## src/rtl/note_scorer_pkg.sv

```systemverilog
// note_scorer_pkg: shared constants and state encodings for the note scorer.
//   NOTE_REST         note code meaning "no note this beat"
//   SCORE_MAX         saturation ceiling of the binary score (4 BCD digits)
//   STREAK_X2/X4      streak thresholds for the optional hit multiplier
//   judge_state_t     beat-judging FSM states
//   bcd_state_t       double-dabble engine states
//   streakShift()     multiplier expressed as a left-shift amount
package note_scorer_pkg;

  localparam int unsigned NOTE_REST = 0;
  localparam int unsigned SCORE_MAX = 9999;
  localparam int unsigned STREAK_X2 = 8;
  localparam int unsigned STREAK_X4 = 16;

  typedef enum logic [1:0] {S_IDLE, S_EVAL, S_ACCUM} judge_state_t;
  typedef enum logic {B_IDLE, B_SHIFT} bcd_state_t;

  // Streak value before the increment selects x1, x2 or x4.
  function automatic logic [1:0] streakShift(input logic [31:0] streakVal);
    if (streakVal >= STREAK_X4)      return 2'd2;
    else if (streakVal >= STREAK_X2) return 2'd1;
    else                             return 2'd0;
  endfunction

endpackage

```

## src/rtl/note_scorer_if.sv

```systemverilog
// note_scorer_if: sequencer <-> scorer signal bundle.
//   master: sequencer side (drives songDone/addScore/changeScore and notes)
//   slave : scorer side (drives score, BCD copy, streak, totals, judgement)
interface note_scorer_if #(
  parameter int unsigned NOTE_W   = 3,
  parameter int unsigned SCORE_W  = 14,
  parameter int unsigned STREAK_W = 8
);
  logic                songDone;
  logic                addScore;
  logic                changeScore;
  logic [NOTE_W-1:0]   songNote;
  logic [NOTE_W-1:0]   playerNote;
  logic                playerValid;
  logic [SCORE_W-1:0]  score;
  logic [15:0]         scoreBcd;
  logic                bcdValid;
  logic [STREAK_W-1:0] streak;
  logic [7:0]          hitCount;
  logic [7:0]          missCount;
  logic                judgePulse;
  logic                judgeHit;

  modport master (
    output songDone, addScore, changeScore, songNote, playerNote, playerValid,
    input  score, scoreBcd, bcdValid, streak, hitCount, missCount, judgePulse, judgeHit
  );

  modport slave (
    input  songDone, addScore, changeScore, songNote, playerNote, playerValid,
    output score, scoreBcd, bcdValid, streak, hitCount, missCount, judgePulse, judgeHit
  );
endinterface

```

## src/rtl/score_bcd.sv

```systemverilog
// score_bcd: iterative double-dabble binary -> 4-digit BCD converter.
//   clock, reset  system clock, synchronous active-high reset (aborts a conversion)
//   start         sampled in idle; captures bin and begins BIN_W shift steps
//   bin           binary value (<= 9999)
//   busy          high while shifting
//   done          1-cycle pulse after the final shift; bcd is valid from then on
//   bcd           four BCD digits
module score_bcd
  import note_scorer_pkg::*;
#(
  parameter int unsigned BIN_W = 14
) (
  input  logic             clock,
  input  logic             reset,
  input  logic             start,
  input  logic [BIN_W-1:0] bin,
  output logic             busy,
  output logic             done,
  output logic [15:0]      bcd
);
  localparam int unsigned CNT_W = $clog2(BIN_W + 1);

  bcd_state_t       state, nextState;
  logic [CNT_W-1:0] cnt;
  logic [BIN_W-1:0] binSh;
  logic [15:0]      bcdSh, bcdAdj;

  always_ff @(posedge clock) begin
    if (reset) state <= B_IDLE;
    else       state <= nextState;
  end

  always_comb begin
    nextState = state;
    case (state)
      B_IDLE:  if (start) nextState = B_SHIFT;
      B_SHIFT: if (cnt == CNT_W'(1)) nextState = B_IDLE;
      default: nextState = B_IDLE;
    endcase
  end

  always_comb begin
    busy = (state == B_SHIFT);
  end

  // Add 3 to every digit >= 5 before each shift.
  always_comb begin
    bcdAdj = bcdSh;
    for (int unsigned i = 0; i < 4; i++) begin
      if (bcdSh[4*i +: 4] >= 4'd5) bcdAdj[4*i +: 4] = bcdSh[4*i +: 4] + 4'd3;
    end
  end

  always_ff @(posedge clock) begin
    if (reset) begin
      cnt   <= '0;
      binSh <= '0;
      bcdSh <= '0;
      done  <= 1'b0;
    end else begin
      done <= 1'b0;
      if (state == B_IDLE) begin
        if (start) begin
          cnt   <= CNT_W'(BIN_W);
          binSh <= bin;
          bcdSh <= '0;
        end
      end else begin
        {bcdSh, binSh} <= {bcdAdj, binSh} << 1;
        cnt            <= cnt - CNT_W'(1);
        if (cnt == CNT_W'(1)) done <= 1'b1;
      end
    end
  end

  assign bcd = bcdSh;

endmodule

```

## src/rtl/note_scorer.sv

```systemverilog
// note_scorer: judges each beat against the song note and keeps the score.
//   clock, reset  system clock, synchronous active-high reset
//   noteBus       note_scorer_if.slave: sequencer controls and notes in,
//                 score / scoreBcd / bcdValid / streak / hitCount / missCount /
//                 judgePulse / judgeHit out
// judgePulse is high during S_ACCUM (2 clocks after addScore) with judgeHit
// already valid; score and counters show the new values the cycle after.
// Optional build macro STREAK_MULT_EN: hit points scaled x1/x2/x4 by streak.
module note_scorer
  import note_scorer_pkg::*;
#(
  parameter int unsigned NOTE_W   = 3,
  parameter int unsigned SCORE_W  = 14,
  parameter int unsigned HIT_PTS  = 10,
  parameter int unsigned STREAK_W = 8
) (
  input logic          clock,
  input logic          reset,
  note_scorer_if.slave noteBus
);
  judge_state_t        state, nextState;
  logic                songDonePrev, changePrev, newSong;
  logic [NOTE_W-1:0]   songNoteQ, playerNoteQ;
  logic                playerValidQ;
  logic                acceptBeat, evalHit, commit;
  logic [SCORE_W-1:0]  score, scoreHit;
  logic [SCORE_W:0]    hitPts, scoreSum;
  logic [STREAK_W-1:0] streak;
  logic [7:0]          hitCount, missCount;
  logic                judgeHit;
  logic                startConv, bcdBusy, bcdDone, bcdStale, bcdValid;
  logic [15:0]         bcdOut, scoreBcd;

  assign newSong = songDonePrev & ~noteBus.songDone;
  assign evalHit = playerValidQ && (playerNoteQ == songNoteQ);

  always_ff @(posedge clock) begin
    if (reset) state <= S_IDLE;
    else       state <= nextState;
  end

  always_comb begin
    nextState = state;
    case (state)
      S_IDLE:  if (noteBus.addScore && !noteBus.songDone) nextState = S_EVAL;
      S_EVAL:  nextState = (songNoteQ == NOTE_W'(NOTE_REST)) ? S_IDLE : S_ACCUM;
      S_ACCUM: nextState = S_IDLE;
      default: nextState = S_IDLE;
    endcase
  end

  always_comb begin
    acceptBeat = (state == S_IDLE) && noteBus.addScore && !noteBus.songDone;
    commit     = (state == S_ACCUM);
  end

`ifdef STREAK_MULT_EN
  assign hitPts = (SCORE_W+1)'(HIT_PTS) << streakShift(32'(streak));
`else
  assign hitPts = (SCORE_W+1)'(HIT_PTS);
`endif

  assign scoreSum = {1'b0, score} + hitPts;
  assign scoreHit = (scoreSum > (SCORE_W+1)'(SCORE_MAX)) ? SCORE_W'(SCORE_MAX)
                                                          : scoreSum[SCORE_W-1:0];

  always_ff @(posedge clock) begin
    if (reset) begin
      songDonePrev <= 1'b0;
      songNoteQ    <= '0;
      playerNoteQ  <= '0;
      playerValidQ <= 1'b0;
      score        <= '0;
      streak       <= '0;
      hitCount     <= '0;
      missCount    <= '0;
      judgeHit     <= 1'b0;
    end else begin
      songDonePrev <= noteBus.songDone;
      if (acceptBeat) begin
        songNoteQ    <= noteBus.songNote;
        playerNoteQ  <= noteBus.playerNote;
        playerValidQ <= noteBus.playerValid;
      end
      if (newSong) begin
        score     <= '0;
        streak    <= '0;
        hitCount  <= '0;
        missCount <= '0;
        judgeHit  <= 1'b0;
      end else begin
        // Result is registered on entry to S_ACCUM so it is valid alongside judgePulse.
        if (state == S_EVAL && nextState == S_ACCUM) judgeHit <= evalHit;
        if (commit) begin
          if (judgeHit) begin
            score <= scoreHit;
            if (streak != '1)   streak   <= streak + 1'b1;
            if (hitCount != '1) hitCount <= hitCount + 1'b1;
          end else begin
            streak <= '0;
            if (missCount != '1) missCount <= missCount + 1'b1;
          end
        end
      end
    end
  end

  assign startConv = noteBus.changeScore && !changePrev && !bcdValid && !bcdBusy;

  // A score change while a conversion is in flight makes its result stale:
  // the conversion still completes, but bcdValid stays low until the next request.
  always_ff @(posedge clock) begin
    if (reset) begin
      changePrev <= 1'b0;
      scoreBcd   <= '0;
      bcdValid   <= 1'b0;
      bcdStale   <= 1'b0;
    end else begin
      changePrev <= noteBus.changeScore;
      if (bcdDone) begin
        scoreBcd <= bcdOut;
        bcdValid <= !bcdStale;
        bcdStale <= 1'b0;
      end
      if (commit || newSong) begin
        bcdValid <= 1'b0;
        if (bcdBusy || startConv) bcdStale <= 1'b1;
      end
      if (newSong) scoreBcd <= '0;
    end
  end

  score_bcd #(.BIN_W(SCORE_W)) u_bcd (
    .clock (clock),
    .reset (reset),
    .start (startConv),
    .bin   (score),
    .busy  (bcdBusy),
    .done  (bcdDone),
    .bcd   (bcdOut)
  );

  assign noteBus.score      = score;
  assign noteBus.scoreBcd   = scoreBcd;
  assign noteBus.bcdValid   = bcdValid;
  assign noteBus.streak     = streak;
  assign noteBus.hitCount   = hitCount;
  assign noteBus.missCount  = missCount;
  assign noteBus.judgePulse = commit;
  assign noteBus.judgeHit   = judgeHit;

endmodule

```

## src/flat_wrapper.sv

```systemverilog
// flat-port wrapper written by rule: the top's interface ports become plain ports
module note_scorer_flat import note_scorer_pkg::*;
#(
  parameter int unsigned NOTE_W   = 3,
  parameter int unsigned SCORE_W  = 14,
  parameter int unsigned HIT_PTS  = 10,
  parameter int unsigned STREAK_W = 8
)
  (clock, reset, noteBus_songDone, noteBus_addScore, noteBus_changeScore, noteBus_songNote, noteBus_playerNote, noteBus_playerValid, noteBus_score, noteBus_scoreBcd, noteBus_bcdValid, noteBus_streak, noteBus_hitCount, noteBus_missCount, noteBus_judgePulse, noteBus_judgeHit);
  note_scorer_if #(.NOTE_W(NOTE_W), .SCORE_W(SCORE_W), .STREAK_W(STREAK_W)) noteBus_i ();
  input logic clock;
  input logic reset;
  input wire logic [$bits(noteBus_i.songDone)-1:0] noteBus_songDone;
  input wire logic [$bits(noteBus_i.addScore)-1:0] noteBus_addScore;
  input wire logic [$bits(noteBus_i.changeScore)-1:0] noteBus_changeScore;
  input wire logic [$bits(noteBus_i.songNote)-1:0] noteBus_songNote;
  input wire logic [$bits(noteBus_i.playerNote)-1:0] noteBus_playerNote;
  input wire logic [$bits(noteBus_i.playerValid)-1:0] noteBus_playerValid;
  output wire logic [$bits(noteBus_i.score)-1:0] noteBus_score;
  output wire logic [$bits(noteBus_i.scoreBcd)-1:0] noteBus_scoreBcd;
  output wire logic [$bits(noteBus_i.bcdValid)-1:0] noteBus_bcdValid;
  output wire logic [$bits(noteBus_i.streak)-1:0] noteBus_streak;
  output wire logic [$bits(noteBus_i.hitCount)-1:0] noteBus_hitCount;
  output wire logic [$bits(noteBus_i.missCount)-1:0] noteBus_missCount;
  output wire logic [$bits(noteBus_i.judgePulse)-1:0] noteBus_judgePulse;
  output wire logic [$bits(noteBus_i.judgeHit)-1:0] noteBus_judgeHit;
  assign noteBus_i.songDone = noteBus_songDone;
  assign noteBus_i.addScore = noteBus_addScore;
  assign noteBus_i.changeScore = noteBus_changeScore;
  assign noteBus_i.songNote = noteBus_songNote;
  assign noteBus_i.playerNote = noteBus_playerNote;
  assign noteBus_i.playerValid = noteBus_playerValid;
  assign noteBus_score = noteBus_i.score;
  assign noteBus_scoreBcd = noteBus_i.scoreBcd;
  assign noteBus_bcdValid = noteBus_i.bcdValid;
  assign noteBus_streak = noteBus_i.streak;
  assign noteBus_hitCount = noteBus_i.hitCount;
  assign noteBus_missCount = noteBus_i.missCount;
  assign noteBus_judgePulse = noteBus_i.judgePulse;
  assign noteBus_judgeHit = noteBus_i.judgeHit;
  note_scorer #(.NOTE_W(NOTE_W), .SCORE_W(SCORE_W), .HIT_PTS(HIT_PTS), .STREAK_W(STREAK_W)) u_core (.clock(clock), .reset(reset), .noteBus(noteBus_i));
endmodule
```

## config.mk

```make
export PLATFORM = sky130hd
export DESIGN_NAME = note_scorer_flat
export DESIGN_NICKNAME = d
export VERILOG_FILES = /design/src/rtl/note_scorer_pkg.sv /design/src/rtl/note_scorer_if.sv /design/src/rtl/score_bcd.sv /design/src/rtl/note_scorer.sv /design/src/flat_wrapper.sv
export SDC_FILE = /design/constraint.sdc
export NUM_CORES = 1
export LEC_CHECK = 0
export CAP_MARGIN = 5
export CELL_PAD_IN_SITES_DETAIL_PLACEMENT = 1
export CELL_PAD_IN_SITES_GLOBAL_PLACEMENT = 1
export CORE_ASPECT_RATIO = 1.1
export CORE_MARGIN = 1.5
export CORE_UTILIZATION = 25
export CTS_CLUSTER_SIZE = 8
export DETAILED_ROUTE_END_ITERATION = 12
export PLACE_DENSITY_LB_ADDON = 0.1
export SLEW_MARGIN = 10
export SYNTH_ARGS = -nofsm -noshare
export SYNTH_HDL_FRONTEND = slang
export SYNTH_SLANG_ARGS = --single-unit
```

## constraint.sdc

```tcl
create_clock -name clock -period 2.19 [get_ports clock]
set_clock_uncertainty 0.05 [all_clocks]
set_input_delay 0.438 -clock clock [delete_from_list [all_inputs] [get_ports clock]]
set_output_delay 0.438 -clock clock [all_outputs]
set_load 0.005 [all_outputs]
```

==> results_dict.tcl, run 1 <==
set metrics [dict create \
    run_status "finished with violations" \
    violations "negative setup slack" \
    cap_violations 0 \
    intPower_uw 3100 \
    setup_viol 1 \
    crit_type "reg2reg" \
    place_ws_ns -0.0225 \
    cts-root-buf "clkbuf_16" \
    fin_nets 711 \
    worst_slack_ns -0.0116 \
    swShare_pct 21.9 \
    tritoncts "yes" \
    yosysWarnings 0 \
    cp-end-kind "flip-flop" \
    crit_slowest_cell "dfxtp_4" \
    syn_avg_cell_area_um2 8.51 \
    slew_headroom_pct 44.9 \
    vias 4405 \
    gp_congestion 0.769 \
    max_freq_ghz 0.454 \
    critPathLaunchType "flip-flop" \
    cts_sinks 104 \
    synth_fp_nets 614 \
    cts_made_buffers 9 \
    synth_edf_count 0 \
    clkPwrFrac_pct 46.4 \
    ys_types 62 \
    cp_common_cell "o21a_4" \
    synth_ff_type "dfxtp_1" \
    post-route-period-util_pct 101 \
    ant_nets 0 \
    tightest_slew_ns 0.818 \
    ctsHtreeMaxLevel 3 \
    p_per_area_nw_per_um2 597 \
    dp_hpwl_um 10000 \
    drive_gt1_share_pct 15.0 \
    drtIter0Drc 117 \
    drv_slew 0 \
    fin_area_um2 6660 \
    max-vdd-ir-drop_mv 0.359 \
    hold_violations 0 \
    cpPeakStageDelay_ns 0.40 \
    vias_per_cell 4.69 \
    ys_async_sr_fraction_pct 0 \
    p_switching_uw 872 \
    gr-total-overflow 0 \
    worstPathCellList "inv_4 -> ha_4 -> or3_4 -> nor4_2 -> and3b_2 -> o21a_4 -> o21a_4 -> o21a_1" \
    antenna_found_initial 0 \
    seq_area_frac_synth_pct 41.7 \
    grt_pass1_vias 4523 \
    area_growth_pct 33.4 \
    hold_path_class "in2reg" \
    synth_seq_cells 104 \
    worst_setup_hold_path_clk_slew_ns 0.07 \
    first_pass_iters 4 \
    rsz0062_at_grt "yes" \
    cts_hold_buf 0 \
    p_total_uw 3970 \
    start_util_pct 25.3 \
    io_pins 69 \
    final_common_cell "nor2_1" \
    routed_wl_um 13800 \
    cp_max_fo 5 \
    synthCells 587 \
    rows 54 \
    grt_start_max_net_pins 42 \
    worstPathRequired_ns 2.37 \
    nFillCells 2332 \
    clk_latency_ns 0.34 \
    netlist_area_um2 5000 \
    routed_wire_length_per_instance_um 14.7 \
    clk_path_buf_depth 2 \
    die_area_um2 20800 \
    dpl_cell_area_um2 6230 \
    n_antenna_cell 0 \
    core_area_um2 19700 \
    hold_ws_ns 0.355 \
    dieWidth_um 138 \
    seqPwrFrac_pct 48.5 \
    pwr-share-comb_pct 5.1 \
    p_leak_uw 0.00234 \
    final_cell_mix "nor2_1, dfxtp_1, clkdlybuf4s50_1" \
    critPathArrivalTime_ns 2.39 \
    min_period_ns 2.20 \
    grt_use_total_pct 13.9 \
    drc 0 \
    fp.dieH_um 151 \
    grt_pass1_wl_um 22900 \
    numPortBuffers 68 \
    utilization_pct 33.8 \
]
==> power groups by stage <==
stage	Sequential (uW)	Clock, uW	Combinational (uW)
after CTS	1930	1920	209
after floorplan	1960	0	132
after global routing	1930	2000	229
after detailed placement	1980	0	209
final	1930	1840	203
after global placement	1970	0	204
==> cell usage after synthesis, types with 3 or more instances <==
library cell,number,share of area (%)
a211oi_1,4,0.60
a21oi_1,52,5.2
a22oi_1,3,0.45
a311oi_1,3,0.53
a31oi_1,4,0.50
buf_1,9,0.68
buf_2,3,0.30
clkbuf_1,14,1.1
dfxtp_1,104,42
ha_1,15,3.8
inv_1,19,1.4
mux2i_1,33,6.6
nand2_1,37,2.8
nand2b_1,7,0.88
nand3_1,17,1.7
nand4_1,7,0.88
nor2_1,108,8.1
nor2b_1,3,0.38
nor3_1,18,1.8
nor3_2,5,1.0
nor3b_1,9,1.4
o21a_1,3,0.45
o21ai_0,22,2.2
or2_2,3,0.38
or3_1,6,0.75
xnor2_1,13,2.3
xor2_1,18,3.2
==> critical path: cells and delay by family, from the launching register on <==
kind | cells | cell delay [ns]
DFF | 1 | 0.40
adders and majority gates | 1 | 0.23
buffers and inverters | 1 | 0.05
AOI/OAI and AO/OA | 3 | 0.61
and+or+nand+nor | 3 | 0.76
==> state kept, by name, summed over array words and instances, names as in the netlist <==
signal,cells
u_core.noteBus.scoreBcd,16
u_core.u_bcd.bcd,16
u_core.noteBus.score,14
u_core.u_bcd.binSh,14
u_core.noteBus.hitCount,8
u_core.noteBus.missCount,8
u_core.noteBus.streak,8
u_core.u_bcd.cnt,4
u_core.playerNoteQ,3
u_core.songNoteQ,3
u_core.state,2
u_core.bcdStale,1
u_core.changePrev,1
u_core.noteBus.bcdValid,1
u_core.noteBus.judgeHit,1
u_core.playerValidQ,1
u_core.songDonePrev,1
u_core.u_bcd.busy,1
u_core.u_bcd.done,1
==> through the flow <==
step	std cells	TNS [ns]
after floorplan	587	0
after global placement	922	-0.00798
after detailed placement	922	-0.0462
after CTS	938	0
after global routing	940	-0.263
final	940	-0.0116
==> kinds of logic after synthesis <==
kind of cell    Yosys count  synth area share (%)
simple gates            234                  22.3
buf+inv                  51                  4.41
mux                      36                  7.36
flops                   104                  41.7
fa+ha+maj                15                  3.76
xor+xnor                 31                  5.43
compound gates          116                  15.1
==> what timing repair did <==
action | in CTS | in global routing
gates cloned | 0 | 0
gates resized for setup | 3 | 15
setup endpoints to repair | 5 | 14
buffers inserted | 1 | 2
pin swaps | 1 | 5
==> final cells by class <==
type	count	area [um^2]	share of cell area [%]
multi-input combinational	432	2770	41.5
clock inverter	5	104	1.56
sequential	104	2090	31.4
timing repair buffer	118	1080	16.3
inverter	19	73.8	1.11
tap	252	315	4.73
clock buffer	10	229	3.44
==> path summary, 6_finish.rpt <==
check                                          endpoint  cells after the start                    start  slack, ns
worst min register to register      u_core.playerValidQ                      2      u_core.playerValidQ       0.41
worst max-delay path            u_core.noteBus.score[0]                      8  u_core.noteBus.score[1]      -0.01
worst max register to register  u_core.noteBus.score[0]                      8  u_core.noteBus.score[1]      -0.01
worst min-delay path              u_core.playerNoteQ[0]                      2                    reset       0.36
==> metal layers <==
layer  wire (um)  GRT usage, %  vias to the layer above
met5           0             0                        -
met4         231          4.22                        0
met3         423          2.68                       15
met2        6380          22.7                       68
met1        6740          18.4                     2095
li1            -             -                     2227
No activity file was read; power rests on OpenSTA's default activity.
==> inputs of run 2 (changes only) <==
- GPL_TIMING_DRIVEN: unset -> 0
==> results_dict.tcl, run 2 (synthesis results as in run 1) <==
set metrics [dict create \
    max-vdd-ir-drop_mv 0.330 \
    routed_wl_um 15000 \
    hold_violations 0 \
    final_cell_mix "nor2_1, dfxtp_1, clkdlybuf4s50_1" \
    p_leak_uw 0.00226 \
    cts_made_buffers 9 \
    crit_type "reg2reg" \
    start_util_pct 25.3 \
    ff2ff_setup_slack_ns -0.04 \
    fp.dieH_um 151 \
    cp-end-kind "flip-flop" \
    vias 4501 \
    worstReg2RegStart "u_core.noteBus.score[1]" \
    cts_sinks 104 \
    violations "negative setup slack" \
    grt_start_max_net_pins 17 \
    drv_slew 0 \
    run_status "finished with violations" \
    fin_nets 710 \
    tritoncts "yes" \
    max_freq_ghz 0.447 \
    cap_violations 0 \
    grt_pass1_vias 4466 \
    p_total_uw 4010 \
    ant_nets 0 \
    routed_wire_length_per_instance_um 15.9 \
    drive_gt1_share_pct 12.8 \
    drtIter0Drc 221 \
    worstPathRequired_ns 2.39 \
    hp-start "u_core.playerValidQ" \
    rsz0062_at_grt "yes" \
    dp_hpwl_um 10600 \
    hold_path_class "reg2reg" \
    first_pass_iters 4 \
    setup_viol 2 \
    n_antenna_cell 0 \
    worst_setup_hold_path_clk_slew_ns 0.07 \
    ctsHtreeMaxLevel 3 \
    worst_slack_ns -0.0447 \
    numPortBuffers 68 \
    fin_area_um2 6610 \
    grt_pass1_wl_um 23900 \
    vias_per_cell 4.79 \
    post-route-period-util_pct 102 \
    die_area_um2 20800 \
    place_ws_ns -0.566 \
    area_growth_pct 32.3 \
    core_area_um2 19700 \
    clk_path_buf_depth 2 \
    min_period_ns 2.23 \
    gp_congestion 0.763 \
    grt_use_total_pct 14.9 \
    gr-total-overflow 0 \
    p_per_area_nw_per_um2 607 \
    rows 54 \
    cts-root-buf "clkbuf_16" \
    dieWidth_um 138 \
    critPathLaunchType "flip-flop" \
    final_common_cell "nor2_1" \
    cp_max_fo 5 \
    dpl_cell_area_um2 6010 \
    critPathArrivalTime_ns 2.43 \
    drc 0 \
    crit_start "u_core.noteBus.score[1]" \
    clk_latency_ns 0.35 \
    io_pins 69 \
    cts_hold_buf 0 \
    antenna_found_initial 0 \
    slew_headroom_pct 45.7 \
    tightest_slew_ns 0.814 \
]
-- run 2: cell types whose count changed in the layout (fill, tap and decap cells not counted), moves of 2 or more --
| cell | previous run | this run |
|---|---|---|
| buf_1 | 0 | 6 |
| clkbuf_2 | 0 | 5 |
| buf_4 | 46 | 18 |
| clkinvlp_4 | 0 | 2 |
| clkbuf_1 | 1 | 12 |
| buf_2 | 1 | 5 |
-- run 2: power by group --
group | switching [uW] | internal, uW
Sequential | 15.5 | 1910
Clock | 750 | 1120
Combinational | 148 | 73.0
-- run 2: worst paths after layout --
check / end / depth (start not counted)
worst max-delay path: u_core.noteBus.score[0] / 9
worst max register to register: u_core.noteBus.score[0] / 9
worst min-delay path: u_core.playerValidQ / 2
worst min register to register: u_core.playerValidQ / 2
-- run 2: layer usage --
layer  track usage [%]  up-vias  wire length (um)
li1                  -     2221                 -
met1              19.3     2198              7000
met2              25.0       69              7250
met3              2.74       13               533
met4              4.32        0               201
met5                 0        -                 0
-- run 2: cell type report --
type,count,area (um^2)
Inverter,19,73.8
Fill cell,2300,13100
Tap cell,252,315
Buffer,31,166
Sequential cell,104,2090
Timing Repair Buffer,86,828
Multi-Input combinational cell,432,2800
Clock inverter,5,105
Clock buffer,11,233
-- run 2: worst max-delay path, cell delays in order (launching register included) --
cell and delay (ns):
dfxtp_4 0.37, buf_8 0.12, inv_4 0.04, ha_4 0.23, or3_1 0.30, nor4_1 0.16
and3b_1 0.22, o21a_2 0.23, o21a_4 0.24, o21a_1 0.17
-- run 2: what timing repair did --
| item | 4_1_cts | 5_1_grt |
|---|---|---|
| hold endpoints to repair | 0 | 0 |
| pin swaps | 9 | 7 |
| endpoints found under the setup margin | 63 | 24 |
| gates resized for setup | 24 | 8 |
| buffers inserted | 12 | 7 |
-- run 2: metrics by stage --
stage	hold WS, ns	instances	utilization, %	setup TNS [ns]
6_report	0.420	940	33.5	-0.0460
5_1_grt	0.447	940	33.5	-0.657
4_1_cts	0.422	934	33.0	-0.0657
3_5_place_dp	0.412	907	30.4	-34.31
3_3_place_gp	0.398	907	30.4	-32.39
2_1_floorplan	0.378	587	-	0
==> inputs of run 3 (changes only) <==
- ABC_CLOCK_PERIOD_IN_PS: unset -> 2190
==> results of run 3 <==
Final layout, timing and power as in run 2 (identical DEF).
